<file path="src/rtl/alu_pkg.sv">
// Shared encodings for the ALU issue path: ALU operation codes, RV32I opcode/funct fields,
// and the operand-select types produced by the decoder.
package alu_pkg;

    localparam logic [3:0] ALU_ADD  = 4'd0;
    localparam logic [3:0] ALU_SUB  = 4'd1;
    localparam logic [3:0] ALU_SLL  = 4'd2;
    localparam logic [3:0] ALU_SLT  = 4'd3;
    localparam logic [3:0] ALU_SLTU = 4'd4;
    localparam logic [3:0] ALU_XOR  = 4'd5;
    localparam logic [3:0] ALU_SRL  = 4'd6;
    localparam logic [3:0] ALU_SRA  = 4'd7;
    localparam logic [3:0] ALU_OR   = 4'd8;
    localparam logic [3:0] ALU_AND  = 4'd9;
    localparam logic [3:0] ALU_LUI  = 4'd10;

    localparam logic [6:0] OPC_OP     = 7'b0110011;
    localparam logic [6:0] OPC_OP_IMM = 7'b0010011;
    localparam logic [6:0] OPC_LUI    = 7'b0110111;
    localparam logic [6:0] OPC_AUIPC  = 7'b0010111;

    localparam logic [2:0] F3_ADD_SUB = 3'b000;
    localparam logic [2:0] F3_SLL     = 3'b001;
    localparam logic [2:0] F3_SLT     = 3'b010;
    localparam logic [2:0] F3_SLTU    = 3'b011;
    localparam logic [2:0] F3_XOR     = 3'b100;
    localparam logic [2:0] F3_SR      = 3'b101;
    localparam logic [2:0] F3_OR      = 3'b110;
    localparam logic [2:0] F3_AND     = 3'b111;

    localparam logic [6:0] F7_BASE = 7'b0000000;
    localparam logic [6:0] F7_ALT  = 7'b0100000;

    typedef enum logic [1:0] {XSelZero, XSelRs1, XSelPc} x_sel_e;
    typedef enum logic [1:0] {YSelImm, YSelRs2, YSelShamt} y_sel_e;

endpackage

</file>
<file path="src/rtl/alu_decoder.sv">
// Combinational RV32I ALU-class decoder: operation code, operand selects, immediate,
// legality and destination write enable. Illegal encodings decode to ADD 0 + 0.
module alu_decoder
    import alu_pkg::*;
(
    input  logic [31:0] instr_i,
    output logic [3:0]  alu_ctrl_o,
    output x_sel_e      x_sel_o,
    output y_sel_e      y_sel_o,
    output logic [31:0] imm_o,
    output logic        use_rs1_o,
    output logic        use_rs2_o,
    output logic        legal_o,
    output logic        rd_we_o
);

    logic [6:0]  opcode;
    logic [2:0]  funct3;
    logic [6:0]  funct7;
    logic [4:0]  rd;
    logic [31:0] imm_i_type;
    logic [31:0] imm_u_type;
    logic [31:0] imm_shamt;

    assign opcode     = instr_i[6:0];
    assign funct3     = instr_i[14:12];
    assign funct7     = instr_i[31:25];
    assign rd         = instr_i[11:7];
    assign imm_i_type = {{20{instr_i[31]}}, instr_i[31:20]};
    assign imm_u_type = {instr_i[31:12], 12'b0};
    assign imm_shamt  = {27'b0, instr_i[24:20]};

    always_comb begin
        alu_ctrl_o = ALU_ADD;
        x_sel_o    = XSelZero;
        y_sel_o    = YSelImm;
        imm_o      = 32'b0;
        use_rs1_o  = 1'b0;
        use_rs2_o  = 1'b0;
        legal_o    = 1'b0;

        case (opcode)
            OPC_OP: begin
                use_rs1_o = 1'b1;
                use_rs2_o = 1'b1;
                x_sel_o   = XSelRs1;
                y_sel_o   = YSelRs2;
                legal_o   = (funct7 == F7_BASE) ||
                            ((funct7 == F7_ALT) && ((funct3 == F3_ADD_SUB) || (funct3 == F3_SR)));
                case (funct3)
                    F3_ADD_SUB: alu_ctrl_o = funct7[5] ? ALU_SUB : ALU_ADD;
                    F3_SLL: begin
                        alu_ctrl_o = ALU_SLL;
                        y_sel_o    = YSelShamt;
                    end
                    F3_SLT:  alu_ctrl_o = ALU_SLT;
                    F3_SLTU: alu_ctrl_o = ALU_SLTU;
                    F3_XOR:  alu_ctrl_o = ALU_XOR;
                    F3_SR: begin
                        alu_ctrl_o = funct7[5] ? ALU_SRA : ALU_SRL;
                        y_sel_o    = YSelShamt;
                    end
                    F3_OR:   alu_ctrl_o = ALU_OR;
                    default: alu_ctrl_o = ALU_AND;
                endcase
            end
            OPC_OP_IMM: begin
                use_rs1_o = 1'b1;
                x_sel_o   = XSelRs1;
                imm_o     = imm_i_type;
                legal_o   = 1'b1;
                case (funct3)
                    F3_ADD_SUB: alu_ctrl_o = ALU_ADD;
                    F3_SLL: begin
                        alu_ctrl_o = ALU_SLL;
                        imm_o      = imm_shamt;
                        legal_o    = (funct7 == F7_BASE);
                    end
                    F3_SLT:  alu_ctrl_o = ALU_SLT;
                    F3_SLTU: alu_ctrl_o = ALU_SLTU;
                    F3_XOR:  alu_ctrl_o = ALU_XOR;
                    F3_SR: begin
                        alu_ctrl_o = funct7[5] ? ALU_SRA : ALU_SRL;
                        imm_o      = imm_shamt;
                        legal_o    = (funct7 == F7_BASE) || (funct7 == F7_ALT);
                    end
                    F3_OR:   alu_ctrl_o = ALU_OR;
                    default: alu_ctrl_o = ALU_AND;
                endcase
            end
            OPC_LUI: begin
                alu_ctrl_o = ALU_LUI;
                imm_o      = imm_u_type;
                legal_o    = 1'b1;
            end
            OPC_AUIPC: begin
                x_sel_o = XSelPc;
                imm_o   = imm_u_type;
                legal_o = 1'b1;
            end
            default: ;
        endcase

        // Illegal instructions still flow downstream, but as a harmless ADD 0 + 0.
        if (!legal_o) begin
            alu_ctrl_o = ALU_ADD;
            x_sel_o    = XSelZero;
            y_sel_o    = YSelImm;
            imm_o      = 32'b0;
            use_rs1_o  = 1'b0;
            use_rs2_o  = 1'b0;
        end
    end

    assign rd_we_o = legal_o && (rd != 5'd0);

endmodule

</file>
<file path="src/rtl/alu_issue_stage.sv">
// Decode/issue stage in front of the ALU: decodes, forwards operands from EX/WB and holds
// one instruction in a valid/ready pipeline register with flush.
module alu_issue_stage
    import alu_pkg::*;
#(
    parameter int unsigned XLEN           = 32,
    parameter logic [31:0] RESET_PC_FIELD = 32'h0
) (
    input  logic            clk,
    input  logic            rst,
    input  logic            in_valid,
    output logic            in_ready,
    input  logic [31:0]     in_instr,
    input  logic [31:0]     in_pc,
    output logic [4:0]      rs1_addr,
    output logic [4:0]      rs2_addr,
    input  logic [XLEN-1:0] rs1_data,
    input  logic [XLEN-1:0] rs2_data,
    input  logic [XLEN-1:0] alu_result,
    input  logic            wb_we,
    input  logic [4:0]      wb_rd,
    input  logic [XLEN-1:0] wb_data,
    input  logic            flush,
    output logic            out_valid,
    input  logic            out_ready,
    output logic [3:0]      alu_ctrl,
    output logic [XLEN-1:0] data_x,
    output logic [XLEN-1:0] data_y,
    output logic [4:0]      out_rd,
    output logic            out_rd_we,
    output logic [31:0]     out_pc,
    output logic            out_illegal
);

    logic [3:0]      dec_ctrl;
    x_sel_e          dec_x_sel;
    y_sel_e          dec_y_sel;
    logic [31:0]     dec_imm;
    logic            dec_use_rs1;
    logic            dec_use_rs2;
    logic            dec_legal;
    logic            dec_rd_we;

    logic [XLEN-1:0] rs1_val;
    logic [XLEN-1:0] rs2_val;
    logic [XLEN-1:0] op_x;
    logic [XLEN-1:0] op_y;
    logic            accept;

    logic            valid_q, valid_d;
    logic            rd_we_q, rd_we_d;
    logic            illegal_q, illegal_d;
    logic [3:0]      alu_ctrl_q, alu_ctrl_d;
    logic [XLEN-1:0] data_x_q, data_x_d;
    logic [XLEN-1:0] data_y_q, data_y_d;
    logic [4:0]      rd_q, rd_d;
    logic [31:0]     pc_q, pc_d;

    alu_decoder u_alu_decoder (
        .instr_i    (in_instr),
        .alu_ctrl_o (dec_ctrl),
        .x_sel_o    (dec_x_sel),
        .y_sel_o    (dec_y_sel),
        .imm_o      (dec_imm),
        .use_rs1_o  (dec_use_rs1),
        .use_rs2_o  (dec_use_rs2),
        .legal_o    (dec_legal),
        .rd_we_o    (dec_rd_we)
    );

    assign rs1_addr = in_instr[19:15];
    assign rs2_addr = in_instr[24:20];

    // EX result outranks WB because it is the younger producer; x0 always reads as zero.
    always_comb begin
        rs1_val = rs1_data;
        if (!dec_use_rs1 || rs1_addr == 5'd0) begin
            rs1_val = '0;
        end else if (valid_q && rd_we_q && rd_q == rs1_addr) begin
            rs1_val = alu_result;
        end else if (wb_we && wb_rd == rs1_addr) begin
            rs1_val = wb_data;
        end

        rs2_val = rs2_data;
        if (!dec_use_rs2 || rs2_addr == 5'd0) begin
            rs2_val = '0;
        end else if (valid_q && rd_we_q && rd_q == rs2_addr) begin
            rs2_val = alu_result;
        end else if (wb_we && wb_rd == rs2_addr) begin
            rs2_val = wb_data;
        end
    end

    always_comb begin
        unique case (dec_x_sel)
            XSelRs1: op_x = rs1_val;
            XSelPc:  op_x = in_pc;
            default: op_x = '0;
        endcase

        // The ALU shifts by all of data_y, so register shift amounts are masked to 5 bits.
        unique case (dec_y_sel)
            YSelRs2:   op_y = rs2_val;
            YSelShamt: op_y = {{(XLEN-5){1'b0}}, rs2_val[4:0]};
            default:   op_y = dec_imm;
        endcase
    end

    assign in_ready = !rst && !flush && (!valid_q || out_ready);
    assign accept   = in_valid && in_ready;

    always_comb begin
        valid_d    = valid_q;
        rd_we_d    = rd_we_q;
        illegal_d  = illegal_q;
        alu_ctrl_d = alu_ctrl_q;
        data_x_d   = data_x_q;
        data_y_d   = data_y_q;
        rd_d       = rd_q;
        pc_d       = pc_q;

        if (flush) begin
            valid_d   = 1'b0;
            rd_we_d   = 1'b0;
            illegal_d = 1'b0;
        end else if (accept) begin
            valid_d    = 1'b1;
            rd_we_d    = dec_rd_we;
            illegal_d  = !dec_legal;
            alu_ctrl_d = dec_ctrl;
            data_x_d   = op_x;
            data_y_d   = op_y;
            rd_d       = in_instr[11:7];
            pc_d       = in_pc;
        end else if (out_ready) begin
            valid_d = 1'b0;
        end
    end

    always_ff @(posedge clk or posedge rst) begin
        if (rst) begin
            valid_q    <= 1'b0;
            rd_we_q    <= 1'b0;
            illegal_q  <= 1'b0;
            alu_ctrl_q <= ALU_ADD;
            data_x_q   <= '0;
            data_y_q   <= '0;
            rd_q       <= 5'd0;
            pc_q       <= RESET_PC_FIELD;
        end else begin
            valid_q    <= valid_d;
            rd_we_q    <= rd_we_d;
            illegal_q  <= illegal_d;
            alu_ctrl_q <= alu_ctrl_d;
            data_x_q   <= data_x_d;
            data_y_q   <= data_y_d;
            rd_q       <= rd_d;
            pc_q       <= pc_d;
        end
    end

    assign out_valid   = valid_q;
    assign out_rd_we   = rd_we_q;
    assign out_illegal = illegal_q;
    assign alu_ctrl    = alu_ctrl_q;
    assign data_x      = data_x_q;
    assign data_y      = data_y_q;
    assign out_rd      = rd_q;
    assign out_pc      = pc_q;

endmodule

</file>
<file path="config.mk">
export PLATFORM = sky130hd
export DESIGN_NAME = alu_issue_stage
export DESIGN_NICKNAME = d
export VERILOG_FILES = /design/src/rtl/alu_pkg.sv /design/src/rtl/alu_decoder.sv /design/src/rtl/alu_issue_stage.sv
export SDC_FILE = /design/constraint.sdc
export NUM_CORES = 1
export LEC_CHECK = 0
export CELL_PAD_IN_SITES_DETAIL_PLACEMENT = 0
export CELL_PAD_IN_SITES_GLOBAL_PLACEMENT = 1
export CORE_MARGIN = 3
export CORE_UTILIZATION = 30
export CTS_CLUSTER_SIZE = 10
export DETAILED_ROUTE_END_ITERATION = 8
export PLACE_DENSITY_LB_ADDON = 0.1
export REMOVE_ABC_BUFFERS = 1
export SYNTH_ARGS = -nofsm -noshare
export SYNTH_HDL_FRONTEND = slang
export SYNTH_SLANG_ARGS = --single-unit
</file>
<file path="constraint.sdc">
create_clock -name clk -period 4.5 [get_ports clk]
set_input_delay 1.125 -clock clk [delete_from_list [all_inputs] [get_ports clk]]
set_output_delay 1.125 -clock clk [all_outputs]
set_load 0.005 [all_outputs]
</file>
# == Word-level counts from Yosys, hierarchy flattened ==
# Index checks and enable logic that the tools add are counted.
# op_classes
muxes,35
bitwise,1
eq_ne,19
n_reduce_logical,33
# ops
op,n
32-bit 2-to-1 mux,8
32-bit one-hot mux with 2 select lines,3
4-bit one-hot mux with 7 select lines,2
"7-bit by 6-bit equality test with 1-bit output, second input constant",3
5-bit equality test,4
"7-bit by 5-bit equality test with 1-bit output, second input constant",2
1-bit 2-to-1 mux,13
4-bit one-hot mux with 3 select lines,1
1-bit logical AND,10
5-bit zero test,2
"3-bit equality test, second input constant",3
2-bit 2-to-1 mux,4
7-bit zero test,1
"3-bit by 2-bit equality test with 1-bit output, second input constant",2
1-bit zero test,6
1-bit logical OR,6
2-bit OR reduction,3
5-bit nonzero test,1
"2-bit by 1-bit equality test with 1-bit output, second input constant",2
"2-bit equality test, second input constant",2
4-bit 2-to-1 mux,1
2-bit one-hot mux with 2 select lines,1
"3-bit by 1-bit equality test with 1-bit output, second input constant",1
3-bit zero test,1
6 further kinds,6
# word_totals
output_inout_bits,119
reg_bits,108
input_bits,203
elab_cells,96

# == Depth between registers and ports, before layout ==
# logic_depth
ltp_word,10
mapped_depth,12

# == By module ==
# A second synthesis with hierarchy kept.
# hier_totals
cells_unflattened,811
hier_area_um2,7031.7
# by_module_without_submodules
mod,instances,cells_each,area_each_um2
alu_issue_stage,1,724,6422.4
alu_decoder,1,87,609.3

# == Worst setup path before layout ==
# OpenSTA, ideal clock, no wires.
# synth_timing
path_type,input to register
start,input in_instr[14]
end,register data_y_q[24] (netlist: data_y[24])
stages,11
required_time_ns,4.373
setup_slack_ns,0.928
t_arrival_ns,3.445
cell_sequence,buf_2 > nor2b_4 > o31a_1 > or3_2 > nor2_1 > ha_1 > nor2b_1 > a41oi_1 > clkbuf_1 > o2bb2ai_1 > o31ai_1
# synth_between
elab_chain_cells,10
word_cells_on_any_way,22
cone_classes,eq/ne: 4; mux: 11; reduce/logical: 7
# synth_rtl
item,line,rtl
"start, declared",alu_issue_stage.sv:13,"input logic [31:0] in_instr,"
3-bit equality test / 3-bit zero test (equally long branches),"alu_decoder.sv:49, alu_decoder.sv:50, alu_decoder.sv:72",
1-bit logical OR,alu_decoder.sv:49,((funct7 == F7_ALT) && ((funct3 == F3_ADD_SUB) || (funct3 == F3_SR)));
1-bit logical AND,alu_decoder.sv:49,
1-bit logical OR,alu_decoder.sv:48,legal_o = (funct7 == F7_BASE) ||
1-bit one-hot mux with 3 select lines,alu_decoder.sv:42,case (opcode)
1-bit 2-to-1 mux,alu_decoder.sv:105,if (!legal_o) begin
1-bit zero test,alu_issue_stage.sv:86,if (!dec_use_rs2 || rs2_addr == 5'd0) begin
1-bit logical OR,alu_issue_stage.sv:86,
32-bit 2-to-1 mux,alu_issue_stage.sv:86,
32-bit one-hot mux with 2 select lines (*),alu_issue_stage.sv:103,unique case (dec_y_sel)
"end signal, assigned",alu_issue_stage.sv:157,data_y_q <= data_y_d;
"end, declared",alu_issue_stage.sv:55,"logic [XLEN-1:0] data_y_q, data_y_d;"
# Mark *: on every way between the ends. The rest lies on a longest branch, timed or not.
# A chain may end at the register's enable or synchronous reset.

# == Final worst setup path ==
# layout_timing
start,input in_instr[12]
end,register data_y_q[1] (netlist: data_y[1])
# Same word-level chain as after synthesis.

==> metrics.md <==
| Metric | Value |
|---|---|
| Status | `complete, no violations` |
| Overall routing resource usage | `0.248` |
| Total core area | `22,200 sq um` |
| Maximum clock path buffer count | `2` |
| Worst hold path type | `reg -> reg` |
| Drt total wl | `31,600 um` |
| Vias | `7,521` |
| Routed Antenna Nets | `0` |
| Critical path's slowest cell | `clkdlybuf4s50_1` |
| Die width | `158 um` |
| Static leakage | `4.21 nW` |
| 1st-iter DRT viols | `439` |
| Commonest non-fill, non-tap cell in the layout | `clkdlybuf4s50_1` |
| Final TNS setup | `0 ns` |
| Largest net degree at the start of global routing | `84` |
| Final Hold Vio Count | `0` |
| Worst EP required | `4.76 ns` |
| Antenna violations before repair | `5` |
| Seq/Total Area, Yosys | `0.392` |
| Max Fanout on Critical Path | `7` |
| Distinct cells, synth | `56` |
| Pre-CTS setup slack | `0.191 ns` |
| # resized after CTS | `0` |
| Root buffer cell | `clkbuf_16` |
| Starting density of the core | `0.310` |
| Final count of pins violating max slew | `0` |
| Number of global-route vias before repair | `7,732` |
| Final setup viols | `0` |
| Crit path kind | `in -> reg` |
| Routability cong. | `0.844` |
| Number of fill cells | `2,180` |
| Area grow syn2layout | `55.2%` |
| Reg clk slew, reported paths | `0.08 ns` |
| Final min period | `3.97 ns` |
| Post-CTS Repair Setup Buffers | `0` |
| Setup crit end kind | `flop` |
| Port Buffers | `321` |
| Setup crit start kind | `input pin` |
| Peak VDD IR | `0.131 mV` |
| Post-synthesis register bit count | `108` |
| TritonRoute pass-1 iters | `5` |
| Commonest cells after routing, fill and taps aside | `320 x clkdlybuf4s50_1, 145 x nand2_1, 108 x dfrtp_1` |
| Routed wire per std cell | `22.7 um` |
| Crit share post-route | `0.882` |
| Max_cap viols | `0` |
| H-tree levels | `3` |
| Dpl hpwl | `22,800 um` |
| CTS buffer count | `9` |
| Top_reg_cell synth | `dfrtp_1` |
| RSZ-0062 raised after global routing | `false` |
| Die height | `158 um` |
| Synthesis Warnings | `0` |
| # IOs | `322` |
| Slew headroom | `0.326` |
| Mapped Area | `6900 sq um` |
| Worst-margin pin slew | `1.01 ns` |
| Hold-fix buffers, CTS | `0` |
| CTS tree | `built` |
| Synth async-reset ratio | `1.00` |
| Slowest Stage Delay on Critical Path | `0.54 ns` |
| F_max | `252 MHz` |
| PwrDens | `259 nW/um^2` |
| Hold slack | `0.474 ns` |
| Number of vias per cell | `5.41` |
| Row cnt | `54` |
| Avg Inst Size Synth | `8.40 sq um` |
| DIE AREA | `24,900 sq um` |
| CP arrival | `4.22 ns` |
| EDFF count, synth | `0` |
| Worst-case clock skew | `0.0123 ns` |
| Setup ws final | `0.532 ns` |
| DRC | `0` |
| Clock latency on the worst-skew pair | `0.36 ns` |
| Grt ovf | `0` |
| Global-route wire length before repair | `47,000 um` |
| Number of cells produced by synthesis | `821` |
| # clock sinks | `108` |
| Nets | `1,310` |
| Critical path, cell by cell | `clkdlybuf4s50_1 > nor2b_1 > o31a_1 > or3_2 > nor2_1 > ha_1 > o21bai_1 > nor4_4 > o211ai_1 > o31ai_1` |
| Fraction of layout cells with a size suffix above 1 | `0.0803` |
==> layout make-up <==
| class | instances | area, sq um | share of cell area |
|---|---|---|---|
| antenna | 1 | 2.50 | 0.000234 |
| clock buffer | 10 | 239 | 0.0223 |
| clock inverter | 6 | 70.1 | 0.00654 |
| inverter | 7 | 28.8 | 0.00269 |
| multi-input combinational | 621 | 3850 | 0.359 |
| sequential | 108 | 2700 | 0.252 |
| tap | 280 | 350 | 0.0327 |
| timing repair buffer | 356 | 3470 | 0.324 |
==> flip-flops by register name (all words and copies together), names as in the netlist <==
signal	count
out_rd_we	1
out_valid	1
out_rd	5
out_pc	32
data_x	32
alu_ctrl	4
out_illegal	1
data_y	32
==> worst max-delay path, delay by kind of cell <==
kind	cells	cell delay, ns
buf+inv	1	0.54
compound gates	4	1.21
simple gates	4	1.07
fa+ha+maj	1	0.27
==> cells by family after synthesis <==
| logic type | Yosys count | share of synthesized area |
|---|---|---|
| AND/OR/NAND/NOR | 345 | 0.248 |
| buffers and inverters | 92 | 0.0591 |
| flip-flops | 108 | 0.392 |
| adder cells (fa/ha/maj) | 4 | 0.00725 |
| AO/OA/AOI/OAI | 252 | 0.269 |
| XOR/XNOR | 20 | 0.0254 |
==> final timing paths <==
path	from	end	slack [ns]	depth (start not counted)
worst max-delay path	in_instr[12]	data_y[1]	0.53	10
worst min-delay path	out_pc[12]	out_pc[12]	0.47	2
worst max register to register	out_rd[4]	data_y[24]	2.17	6
worst min register to register	out_pc[12]	out_pc[12]	0.47	2
max in group asynchronous	rst	out_pc[30]	2.28	3
min in group asynchronous	rst	out_valid	1.26	2
==> synth_stat cells (2+ instances only) <==
cell type,n,area [sq um]
a211oi_1,45,338
a21boi_0,19,143
a21oi_1,3,15.0
a22oi_1,43,323
and2_1,2,12.5
and3_1,31,194
and4_1,2,17.5
buf_2,7,35.0
buf_4,10,75.1
clkbuf_1,66,248
dfrtp_1,108,2700
ha_1,4,50.1
inv_1,7,26.3
nand2_1,145,544
nand2b_1,6,37.5
nand3_1,39,195
nand4_1,4,25.0
nor2_1,54,203
nor2b_1,3,18.8
nor3_1,18,90.1
nor3b_1,2,15.0
nor4_4,2,42.5
o21ai_0,22,110
o21ai_1,5,25.0
o22ai_1,13,81.3
o2bb2ai_1,20,175
o31ai_1,53,398
o32ai_1,21,184
or2_2,13,81.3
or3_1,8,50.1
or4_1,3,22.5
xnor2_1,15,131
xor2_1,5,43.8
==> per-layer routing <==
layer  up-vias  GRT usage  wire length [um]
li1       3588          -                 -
met1      3641      0.330             14000
met2       249      0.416             15200
met3        35     0.0533              1990
met4         8     0.0512               332
met5         -          0                48
==> power by group <==
part	internal [W]	switching (W)
registers	0.00106	0.0000681
clock network	0.000455	0.000412
logic	0.000447	0.000332
total	0.00196	0.000813
==> per-stage QoR <==
| step | utilization | cells | power, W | area, sq um |
|---|---|---|---|---|
| finish | 0.482 | 1389 | 0.00278 | 10700 |
| CTS | 0.482 | 1388 | 0.00282 | 10700 |
| floorplan | - | 736 | 0.00139 | 6520 |
| detailed placement | 0.468 | 1372 | 0.00193 | 10400 |
| global route | 0.482 | 1389 | 0.00292 | 10700 |
| global placement | 0.468 | 1372 | 0.00193 | 10400 |
Power figures use the tool's default switching activity.
